### config.mk
export PLATFORM = sky130hd
export DESIGN_NAME = hicore_mem_arbt
export DESIGN_NICKNAME = d
export VERILOG_FILES = /design/src/rtl/hicore_mem_arbt_pkg.sv /design/src/rtl/hicore_tag_fifo.sv /design/src/rtl/hicore_mem_arbt.sv
export SDC_FILE = /design/constraint.sdc
export NUM_CORES = 1
export LEC_CHECK = 0
export ABC_CLOCK_PERIOD_IN_PS = 2530
export BUFFER_PORTS_ARGS = -buffer_cell sky130_fd_sc_hd__buf_2
export CAP_MARGIN = 0
export CORE_AREA = 2 2 124 126
export CTS_CLUSTER_SIZE = 10
export DETAILED_ROUTE_END_ITERATION = 7
export DIE_AREA = 0 0 126 128
export GPL_ROUTABILITY_DRIVEN = 0
export PLACE_DENSITY = 0.55
export SLEW_MARGIN = 5
export SYNTH_ARGS = -nofsm -noshare
export SYNTH_HDL_FRONTEND = slang
export SYNTH_SLANG_ARGS = --single-unit
### constraint.sdc
create_clock -name clk -period 2.53 [get_ports clk]
set_input_delay 0.253 -clock clk [delete_from_list [all_inputs] [get_ports clk]]
set_output_delay 0.253 -clock clk [all_outputs]
set_load 0.01 [all_outputs]
### src/rtl/hicore_mem_arbt_pkg.sv
// Shared HiCore widths plus the source-id and grant-state encodings
// used by the fetch/LSU memory arbiter and its tag FIFO.
`ifndef HICORE_DEFINES
`define HICORE_DEFINES
`define HiCore_ADDR_SIZE 32
`define HiCore_REG_SIZE 32
`endif

package hicore_mem_arbt_pkg;

    typedef enum logic {
        SRC_IFU = 1'b0,
        SRC_LSU = 1'b1
    } src_e;

    typedef enum logic {
        ARB_IDLE = 1'b0,
        ARB_LOCK = 1'b1
    } arb_state_e;

    localparam int ADDR_W = `HiCore_ADDR_SIZE;
    localparam int REG_W  = `HiCore_REG_SIZE;
    localparam int MASK_W = `HiCore_REG_SIZE / 8;

    // Round-robin pick: on a tie the requester that did not win last time goes.
    function automatic src_e rrPick(input logic ifuValid, input logic lsuValid,
                                    input src_e lastGrant);
        if (ifuValid && lsuValid)
            return (lastGrant == SRC_LSU) ? SRC_IFU : SRC_LSU;
        else if (ifuValid)
            return SRC_IFU;
        else
            return SRC_LSU;
    endfunction

endpackage

### src/rtl/hicore_tag_fifo.sv
// In-order tag FIFO remembering which requester owns each outstanding
// memory command, so responses can be steered back to it.
module hicore_tag_fifo #(
    parameter int DW = 1,
    parameter int DP = 4,
    parameter int AW = 2
) (
    input  logic          clk,
    input  logic          rst_n,
    input  logic          push_i,
    input  logic [DW-1:0] din_i,
    input  logic          pop_i,
    output logic [DW-1:0] dout_o,
    output logic          full_o,
    output logic          empty_o,
    output logic [AW:0]   count_o
);

    logic [DW-1:0] mem_q [DP];
    logic [AW-1:0] wrPtr_q, wrPtr_d;
    logic [AW-1:0] rdPtr_q, rdPtr_d;
    logic [AW:0]   count_q, count_d;

    // Explicit wrap keeps the FIFO correct for non power-of-two depths.
    function automatic logic [AW-1:0] nextPtr(input logic [AW-1:0] ptr);
        return (ptr == AW'(DP - 1)) ? '0 : ptr + 1'b1;
    endfunction

    always_comb begin
        wrPtr_d = push_i ? nextPtr(wrPtr_q) : wrPtr_q;
        rdPtr_d = pop_i  ? nextPtr(rdPtr_q) : rdPtr_q;
        case ({push_i, pop_i})
            2'b10:   count_d = count_q + 1'b1;
            2'b01:   count_d = count_q - 1'b1;
            default: count_d = count_q;
        endcase
    end

    always_ff @(posedge clk or negedge rst_n) begin
        if (!rst_n) begin
            wrPtr_q <= '0;
            rdPtr_q <= '0;
            count_q <= '0;
        end else begin
            wrPtr_q <= wrPtr_d;
            rdPtr_q <= rdPtr_d;
            count_q <= count_d;
        end
    end

    always_ff @(posedge clk or negedge rst_n) begin
        if (!rst_n) begin
            for (int i = 0; i < DP; i++)
                mem_q[i] <= '0;
        end else if (push_i) begin
            mem_q[wrPtr_q] <= din_i;
        end
    end

    assign dout_o  = mem_q[rdPtr_q];
    assign full_o  = (count_q == (AW + 1)'(DP));
    assign empty_o = (count_q == '0);
    assign count_o = count_q;

endmodule

### src/rtl/hicore_mem_arbt.sv
// Round-robin arbiter sharing one ICB memory port between fetch (ifu) and
// load/store (lsu), with an in-order tag FIFO routing responses back.
module hicore_mem_arbt
    import hicore_mem_arbt_pkg::*;
#(
    parameter int OSTD_DP  = 4,
    parameter int OSTD_LOG = 2
) (
    input  logic                          clk,
    input  logic                          rst_n,

    input  logic                          ifu_icb_cmd_valid,
    output logic                          ifu_icb_cmd_ready,
    input  logic                          ifu_icb_cmd_read,
    input  logic [`HiCore_ADDR_SIZE-1:0]  ifu_icb_cmd_addr,
    input  logic [`HiCore_REG_SIZE-1:0]   ifu_icb_cmd_wdata,
    input  logic [`HiCore_REG_SIZE/8-1:0] ifu_icb_cmd_wmask,
    output logic                          ifu_icb_rsp_valid,
    input  logic                          ifu_icb_rsp_ready,
    output logic                          ifu_icb_rsp_err,
    output logic [`HiCore_REG_SIZE-1:0]   ifu_icb_rsp_rdata,

    input  logic                          lsu_icb_cmd_valid,
    output logic                          lsu_icb_cmd_ready,
    input  logic                          lsu_icb_cmd_read,
    input  logic [`HiCore_ADDR_SIZE-1:0]  lsu_icb_cmd_addr,
    input  logic [`HiCore_REG_SIZE-1:0]   lsu_icb_cmd_wdata,
    input  logic [`HiCore_REG_SIZE/8-1:0] lsu_icb_cmd_wmask,
    output logic                          lsu_icb_rsp_valid,
    input  logic                          lsu_icb_rsp_ready,
    output logic                          lsu_icb_rsp_err,
    output logic [`HiCore_REG_SIZE-1:0]   lsu_icb_rsp_rdata,

    output logic                          mem_icb_cmd_valid,
    input  logic                          mem_icb_cmd_ready,
    output logic                          mem_icb_cmd_read,
    output logic [`HiCore_ADDR_SIZE-1:0]  mem_icb_cmd_addr,
    output logic [`HiCore_REG_SIZE-1:0]   mem_icb_cmd_wdata,
    output logic [`HiCore_REG_SIZE/8-1:0] mem_icb_cmd_wmask,
    input  logic                          mem_icb_rsp_valid,
    output logic                          mem_icb_rsp_ready,
    input  logic                          mem_icb_rsp_err,
    input  logic [`HiCore_REG_SIZE-1:0]   mem_icb_rsp_rdata,

    output logic [OSTD_LOG:0]             ostd_cnt
);

    arb_state_e state_q;
    src_e       grant_q;
    src_e       lastGrant_q;

    src_e       winner;
    src_e       sel;
    logic       selValid;
    logic       slotAvail;
    logic       cmdFire;
    logic       rspFire;

    logic       fifoFull;
    logic       fifoEmpty;
    logic [0:0] headTag;
    src_e       headSrc;

    // While locked the stalled grant is held so the other side cannot steal it.
    always_comb begin
        winner   = rrPick(ifu_icb_cmd_valid, lsu_icb_cmd_valid, lastGrant_q);
        sel      = (state_q == ARB_LOCK) ? grant_q : winner;
        selValid = (sel == SRC_IFU) ? ifu_icb_cmd_valid : lsu_icb_cmd_valid;
    end

    assign slotAvail         = ~fifoFull;
    assign mem_icb_cmd_valid = selValid & slotAvail;
    assign mem_icb_cmd_read  = (sel == SRC_IFU) ? ifu_icb_cmd_read  : lsu_icb_cmd_read;
    assign mem_icb_cmd_addr  = (sel == SRC_IFU) ? ifu_icb_cmd_addr  : lsu_icb_cmd_addr;
    assign mem_icb_cmd_wdata = (sel == SRC_IFU) ? ifu_icb_cmd_wdata : lsu_icb_cmd_wdata;
    assign mem_icb_cmd_wmask = (sel == SRC_IFU) ? ifu_icb_cmd_wmask : lsu_icb_cmd_wmask;

    assign ifu_icb_cmd_ready = (sel == SRC_IFU) & selValid & slotAvail & mem_icb_cmd_ready;
    assign lsu_icb_cmd_ready = (sel == SRC_LSU) & selValid & slotAvail & mem_icb_cmd_ready;
    assign cmdFire           = mem_icb_cmd_valid & mem_icb_cmd_ready;

    always_ff @(posedge clk or negedge rst_n) begin
        if (!rst_n) begin
            state_q     <= ARB_IDLE;
            grant_q     <= SRC_LSU;
            lastGrant_q <= SRC_LSU;
        end else begin
            case (state_q)
                ARB_IDLE: begin
                    if (mem_icb_cmd_valid && !mem_icb_cmd_ready) begin
                        state_q <= ARB_LOCK;
                        grant_q <= sel;
                    end
                end
                ARB_LOCK: begin
                    if (cmdFire || !selValid)
                        state_q <= ARB_IDLE;
                end
                default: state_q <= ARB_IDLE;
            endcase
            if (cmdFire)
                lastGrant_q <= sel;
        end
    end

    hicore_tag_fifo #(
        .DW (1),
        .DP (OSTD_DP),
        .AW (OSTD_LOG)
    ) u_tag_fifo (
        .clk     (clk),
        .rst_n   (rst_n),
        .push_i  (cmdFire),
        .din_i   (sel),
        .pop_i   (rspFire),
        .dout_o  (headTag),
        .full_o  (fifoFull),
        .empty_o (fifoEmpty),
        .count_o (ostd_cnt)
    );

    // Responses always belong to the oldest outstanding command.
    assign headSrc           = src_e'(headTag);
    assign ifu_icb_rsp_valid = ~fifoEmpty & (headSrc == SRC_IFU) & mem_icb_rsp_valid;
    assign lsu_icb_rsp_valid = ~fifoEmpty & (headSrc == SRC_LSU) & mem_icb_rsp_valid;
    assign mem_icb_rsp_ready = ~fifoEmpty &
                               ((headSrc == SRC_IFU) ? ifu_icb_rsp_ready : lsu_icb_rsp_ready);
    assign rspFire           = mem_icb_rsp_valid & mem_icb_rsp_ready;

    assign ifu_icb_rsp_err   = mem_icb_rsp_err;
    assign ifu_icb_rsp_rdata = mem_icb_rsp_rdata;
    assign lsu_icb_rsp_err   = mem_icb_rsp_err;
    assign lsu_icb_rsp_rdata = mem_icb_rsp_rdata;

    rspWithoutCmd: assert property (@(posedge clk) disable iff (!rst_n)
                                    mem_icb_rsp_valid |-> !fifoEmpty);

endmodule
# ---- Word level (Yosys, flattened, before mapping)
# Index checks and enable logic that the tools add are counted.
dict set report totals {
  register_bits 14
  latchBits 0
  mem_bits_rw 0
  rom_bits 0
  input_bits 179
  out_inout_bits 144
  memories 0
}
dict set report op_classes {
  n_addsub 4
  multipliers 0
  div 0
  magnitude_cmp 3
  n_eq_ne 5
  shifts 0
  muxes 22
  n_bitwise 21
  reduce_logical 9
}
# op n
set ops {}
lappend ops {{32-bit two-way mux} 2}
lappend ops {{1-bit AND} 14}
lappend ops {{1-bit two-way mux} 12}
lappend ops {{2-bit equality test, second input constant} 3}
lappend ops {{3-bit >= comparator, second input constant} 2}
lappend ops {{2-bit inverter with 3-bit output} 2}
lappend ops {{3-bit case mux with 2 select lines} 1}
lappend ops {{1-bit inverter} 5}
lappend ops {{2-bit by 1-bit adder with 2-bit output, second input constant} 2}
lappend ops {{4-bit bitwise mux} 1}
lappend ops {{2-bit two-way mux} 2}
lappend ops {{4-bit two-way mux} 1}
lappend ops {{3-bit by 1-bit adder with 3-bit output, second input constant} 1}
lappend ops {{3-bit equality test, second input constant} 1}
lappend ops {{1-bit logical AND} 3}
lappend ops {{3-bit zero test} 1}
lappend ops {{3-bit by 1-bit less-than comparator with 1-bit output, second input constant} 1}
lappend ops {{3-bit by 1-bit subtractor with 3-bit output, second input constant} 1}
lappend ops {{1-bit binary-select mux with 2-bit select} 1}
lappend ops {{1-bit demux with 2-bit select} 1}
lappend ops {{2-bit by 1-bit equality test with 1-bit output, second input constant} 1}
lappend ops {{1-bit zero test} 2}
lappend ops {{1-bit case mux with 2 select lines} 1}
lappend ops {{2-bit AND reduction} 1}
lappend ops {{2 further kinds} 2}

# ---- Depth between registers and ports, before layout
dict set report depth {
  ltp_word 9
  mapped_depth 10
}

# ---- Modules after synthesis
# From an unflattened synthesis, not the netlist that was laid out.
dict set report unflattened {
  hier_cells 216
  area_unflattened_um2 2432.3
}
# mod n_inst cells_per_inst area_each_um2 seq_area_each_um2
set modules_own_cells {}
lappend modules_own_cells {hicore_mem_arbt 1 169 1859.3 77.6}
lappend modules_own_cells {hicore_tag_fifo 1 47 573.0 275.3}

# ---- Worst setup path before layout
# OpenSTA, ideal clock, no wires.
dict set report synth_timing {
  path_type {register -> register}
  start {reg u_tag_fifo.rdPtr_q[0]}
  end {reg u_tag_fifo.count_q[2], in the netlist u_tag_fifo.count_o[2]}
  setup_time_ns 0.079
  arrival_ns 2.229
  required_ns 2.451
  setup_slack_ns 0.222
  path_stages_with_launch 10
  period_less_slack_ns 2.308
  cell_sequence {dfrtp_1 > mux4_2 > mux2i_1 > nor2_1 > ha_1 > inv_1 > fa_1 > xor2_1 > nor2_1 > xor2_1}
}
dict set report synth_between {
  elab_chain_len 9
  elab_cells_between_ends 11
  classes_between {eq/ne: 2; mux: 5; bitwise: 3; reduce/logical: 1}
}
# element line_no
set synth_lines {}
lappend synth_lines {{from (decl)} hicore_tag_fifo.sv:21} ;# logic [AW-1:0] rdPtr_q, rdPtr_d;
lappend synth_lines {{from (signal assigned)} hicore_tag_fifo.sv:46} ;# rdPtr_q <= rdPtr_d;
lappend synth_lines {{2-bit inverter with 3-bit output (implied by the code) (*)} hicore_tag_fifo.sv:60} ;# assign dout_o = mem_q[rdPtr_q];
lappend synth_lines {{1-bit binary-select mux with 2-bit select (*)} hicore_tag_fifo.sv:60}
lappend synth_lines {{1-bit two-way mux (implied by the code) (*) (2 in a row)} hicore_tag_fifo.sv:60}
lappend synth_lines {{1-bit two-way mux (*)} hicore_mem_arbt.sv:127} ;# ((headSrc == SRC_IFU) ? ifu_icb_rsp_ready : lsu_icb_rsp_ready);
lappend synth_lines {{1-bit AND (*)} hicore_mem_arbt.sv:126} ;# assign mem_icb_rsp_ready = ~fifoEmpty &
lappend synth_lines {{1-bit AND (*)} hicore_mem_arbt.sv:128} ;# assign rspFire = mem_icb_rsp_valid & mem_icb_rsp_ready;
lappend synth_lines {{named net rspFire} hicore_mem_arbt.sv:57} ;# logic rspFire;
lappend synth_lines {{2-bit by 1-bit equality test with 1-bit output / 2-bit equality test (equally long branches)} hicore_tag_fifo.sv:32} ;# case ({push_i, pop_i})
lappend synth_lines {{3-bit case mux with 2 select lines / 2-bit nonzero test (equally long branches)} n/a}
lappend synth_lines {{to (signal assigned)} hicore_tag_fifo.sv:47} ;# count_q <= count_d;
lappend synth_lines {{to (decl)} hicore_tag_fifo.sv:22} ;# logic [AW:0] count_q, count_d;
# Mark *: on every way through the listed nets, which the timed path passes. The rest lies on a longest branch. The select of a mux whose other input is x is not followed.
# A chain may end at the register's enable or synchronous reset.

# ---- Worst setup path after layout
# Ends and elaborated chain as after synthesis.

==> results.cfg <==
[run_status]
status = finished clean

[floorplanning]
die_w_um = 126
coreArea_mm2 = 0.0149
num_rows = 45
dieArea_mm2 = 0.0161
ios = 323
die_h_um = 128
start_util_pct = 14.3

[power]
power.leakage_nw = 1.60
switching_power_mw = 1.11
internal_power_mw = 1.48
p_seq_share_pct = 17.7
comb_power_share_pct = 70.7
pwr-share-clk_pct = 11.6
vdd_ir_drop_max_mv = 0.300
switching_share_pct = 43.0
power_density_mw_per_mm2 = 836

[synthesis]
synth_seq_cells = 14
ys_top_cells_by_area = mux2_1, buf_4, dfrtp_1, ha_1, dfstp_2
ys_warn_count = 0
synthArstFlopShare_pct = 100
ys.flop_type = dfrtp_1
yosysUniqueCellTypes = 28
seq_area_frac_synth_pct = 16.6
synthCells = 218
synth_edf_count = 0
synth_top_area_cell = mux2_1
synth_area_mm2 = 0.00213
postSynthAreaPerCell_um2 = 9.76
yosys.area.top_type_share_pct = 39.7
synth_common_cells = mux2_1, buf_4, dfrtp_1, nor2_1, buf_2
synth_fp_nets = 404
yosysMostFrequentCell = mux2_1

[setup_path]
end_kind = flip-flop
cp_data_arrival_time_ns = 2.51
crit_path_start_kind = flip-flop
cp.required_ns = 2.69
path_class = reg -> reg
path_max_fanout = 4

[grt]
track_usage_pct = 8.24
antenna_found_initial = 0
grt_max_degree = 41
grt_pass1_vias = 2100
grt_overflow = 0
grt_pass1_wl_um = 10700

[route]
wirelength_um = 7350
first_pass_iters = 4
num_vias = 2112
antenna_left = 0
drc = 0
drt-initial-drc-count = 36
viasPerCell = 3.74
wl_per_cell_um = 13.0

[timing]
grt_setup_unrepaired = false
finalCriticalPeriod_ns = 2.34
slew_violations = 0
worst_pin_slew_ns = 0.335
finalClockSkew_ns = 0.00298
slew_headroom_pct = 77.7
fin_tns_setup_ns = 0
setup_viol = 0
finalCritPeriodShare_pct = 92.6
hold_violations = 0
fmax_mhz = 427

[final_layout]
finalNetCount = 563
fin_area_mm2 = 0.00310
antenna_cells = 0
nFillCells = 1686
final_util_pct = 20.9
drive_above_1_share_pct = 63.3
area.growth.synth_to_final_pct = 45.7
layout.cells.non_filler = 564

[clock_network]
cts_setup_buffers = 0
clock-root-buffer = clkbuf_16
h-tree-depth = 1
cts_buffers = 3
hold_buffers = 1
clock_latency_ns = 0.24
cts.sinks = 14
path_clk_slew_ns = 0.05
post_cts_resized = 0
cts_tree = built
cts.path.max_buffers = 2

[placement]
placed_cell_area_mm2 = 0.00301
placed_cells = 559
io_buffers = 223
hpwl_um = 6430

[run]
cap_viol_max_count = 0

[worst_hold_path]
hold_class = in -> reg
sequential cells by signal, indices dropped and copies added (netlist names):
name / flops
u_tag_fifo.mem_q: 4
u_tag_fifo.count_o: 3
u_tag_fifo.rdPtr_q: 2
u_tag_fifo.wrPtr_q: 2
grant_q: 1
lastGrant_q: 1
state_q: 1
final timing paths:
kind / from / endpoint / slack (ns) / cells past startpoint
setup / recovery: u_tag_fifo.rdPtr_q[0]$_DFFE_PN0P_ / u_tag_fifo.count_o[2]$_DFFE_PN0P_ / 0.19 / 9
hold reg to reg: u_tag_fifo.mem_q[1]$_DFFE_PN0P_ / u_tag_fifo.mem_q[1]$_DFFE_PN0P_ / 0.50 / 2
setup reg to reg: u_tag_fifo.rdPtr_q[0]$_DFFE_PN0P_ / u_tag_fifo.count_o[2]$_DFFE_PN0P_ / 0.19 / 9
min in group asynchronous: rst_n / u_tag_fifo.wrPtr_q[0]$_DFFE_PN0P_ / 0.44 / 2
hold / removal: mem_icb_cmd_ready / state_q$_DFF_PN0_ / 0.34 / 2
max in group asynchronous: rst_n / grant_q$_DFFE_PN1P_ / 1.79 / 2
final cells by class:
cell class	instances	area, um2	area share (%)
flip-flops and latches	14	353	11.4
well taps	188	235	7.59
clock buffers	4	78.8	2.54
inverters	7	26.3	0.847
repair buffers	228	1180	38.1
multi-input cells	123	1230	39.5
power by group through the flow:
stage / Sequential, mW / Combinational [mW] / Clock (mW)
2_1_floorplan: 0.448 / 1.25 / 0
3_3_place_gp: 0.458 / 1.85 / 0
3_5_place_dp: 0.467 / 1.85 / 0
4_1_cts: 0.463 / 1.86 / 0.311
5_1_grt: 0.486 / 2.02 / 0.319
6_report: 0.460 / 1.83 / 0.300
critical path: stages (launching register included):
cell and delay (ns):
dfrtp_1 0.39, mux4_2 0.55, mux2i_1 0.15, nor2_1 0.14, ha_1 0.20, inv_1 0.06
fa_1 0.37, xor2_1 0.15, nor2_1 0.11, xor2_1 0.14
metrics by stage:
step	power [mW]	hold WS, ns	setup slack (ns)
after global routing	2.82	0.372	0.0364
after global placement	2.31	0.177	0.216
final	2.59	0.339	0.186
after CTS	2.64	0.348	0.160
after floorplan	1.70	-0.0426	0.222
after detailed placement	2.32	0.179	0.187
logic make-up (layout without fill, tap and decap cells):
family / after synthesis / in the layout / synth area share, %
buf+inv: 81 / 239 / 26.4
mux: 80 / 80 / 42.7
simple gates: 20 / 20 / 4.35
flops: 14 / 14 / 16.6
compound gates: 13 / 13 / 4.29
fa+ha+maj: 7 / 7 / 4.47
xor+xnor: 3 / 3 / 1.23
metal layers:
layer  global-route usage (%)  up-vias  wire length (um)
met5                        0        -                 0
met4                     2.13        0               156
met3                     2.92       17               817
met2                     15.3      142              3660
met1                     8.85      949              2720
li1                         -     1004                 -
layout by cell type (no fill, tap or decap), types with 2 or more instances in the layout:
cell       Yosys  routed
nor2_1         9       9
o21ai_0        4       4
nand2b_1       2       2
xor2_1         2       2
inv_1          6       6
buf_4         66       2
mux2_1        75      75
nand2_1        4       4
dfstp_2        2       2
clkbuf_16      0       3
buf_2          8     223
nor3_1         2       2
mux2i_1        3       2
dfrtp_1       12      12
o31ai_1        4       4
buf_12         0       2
ha_1           6       6
No activity file was read; power rests on OpenSTA's default activity.
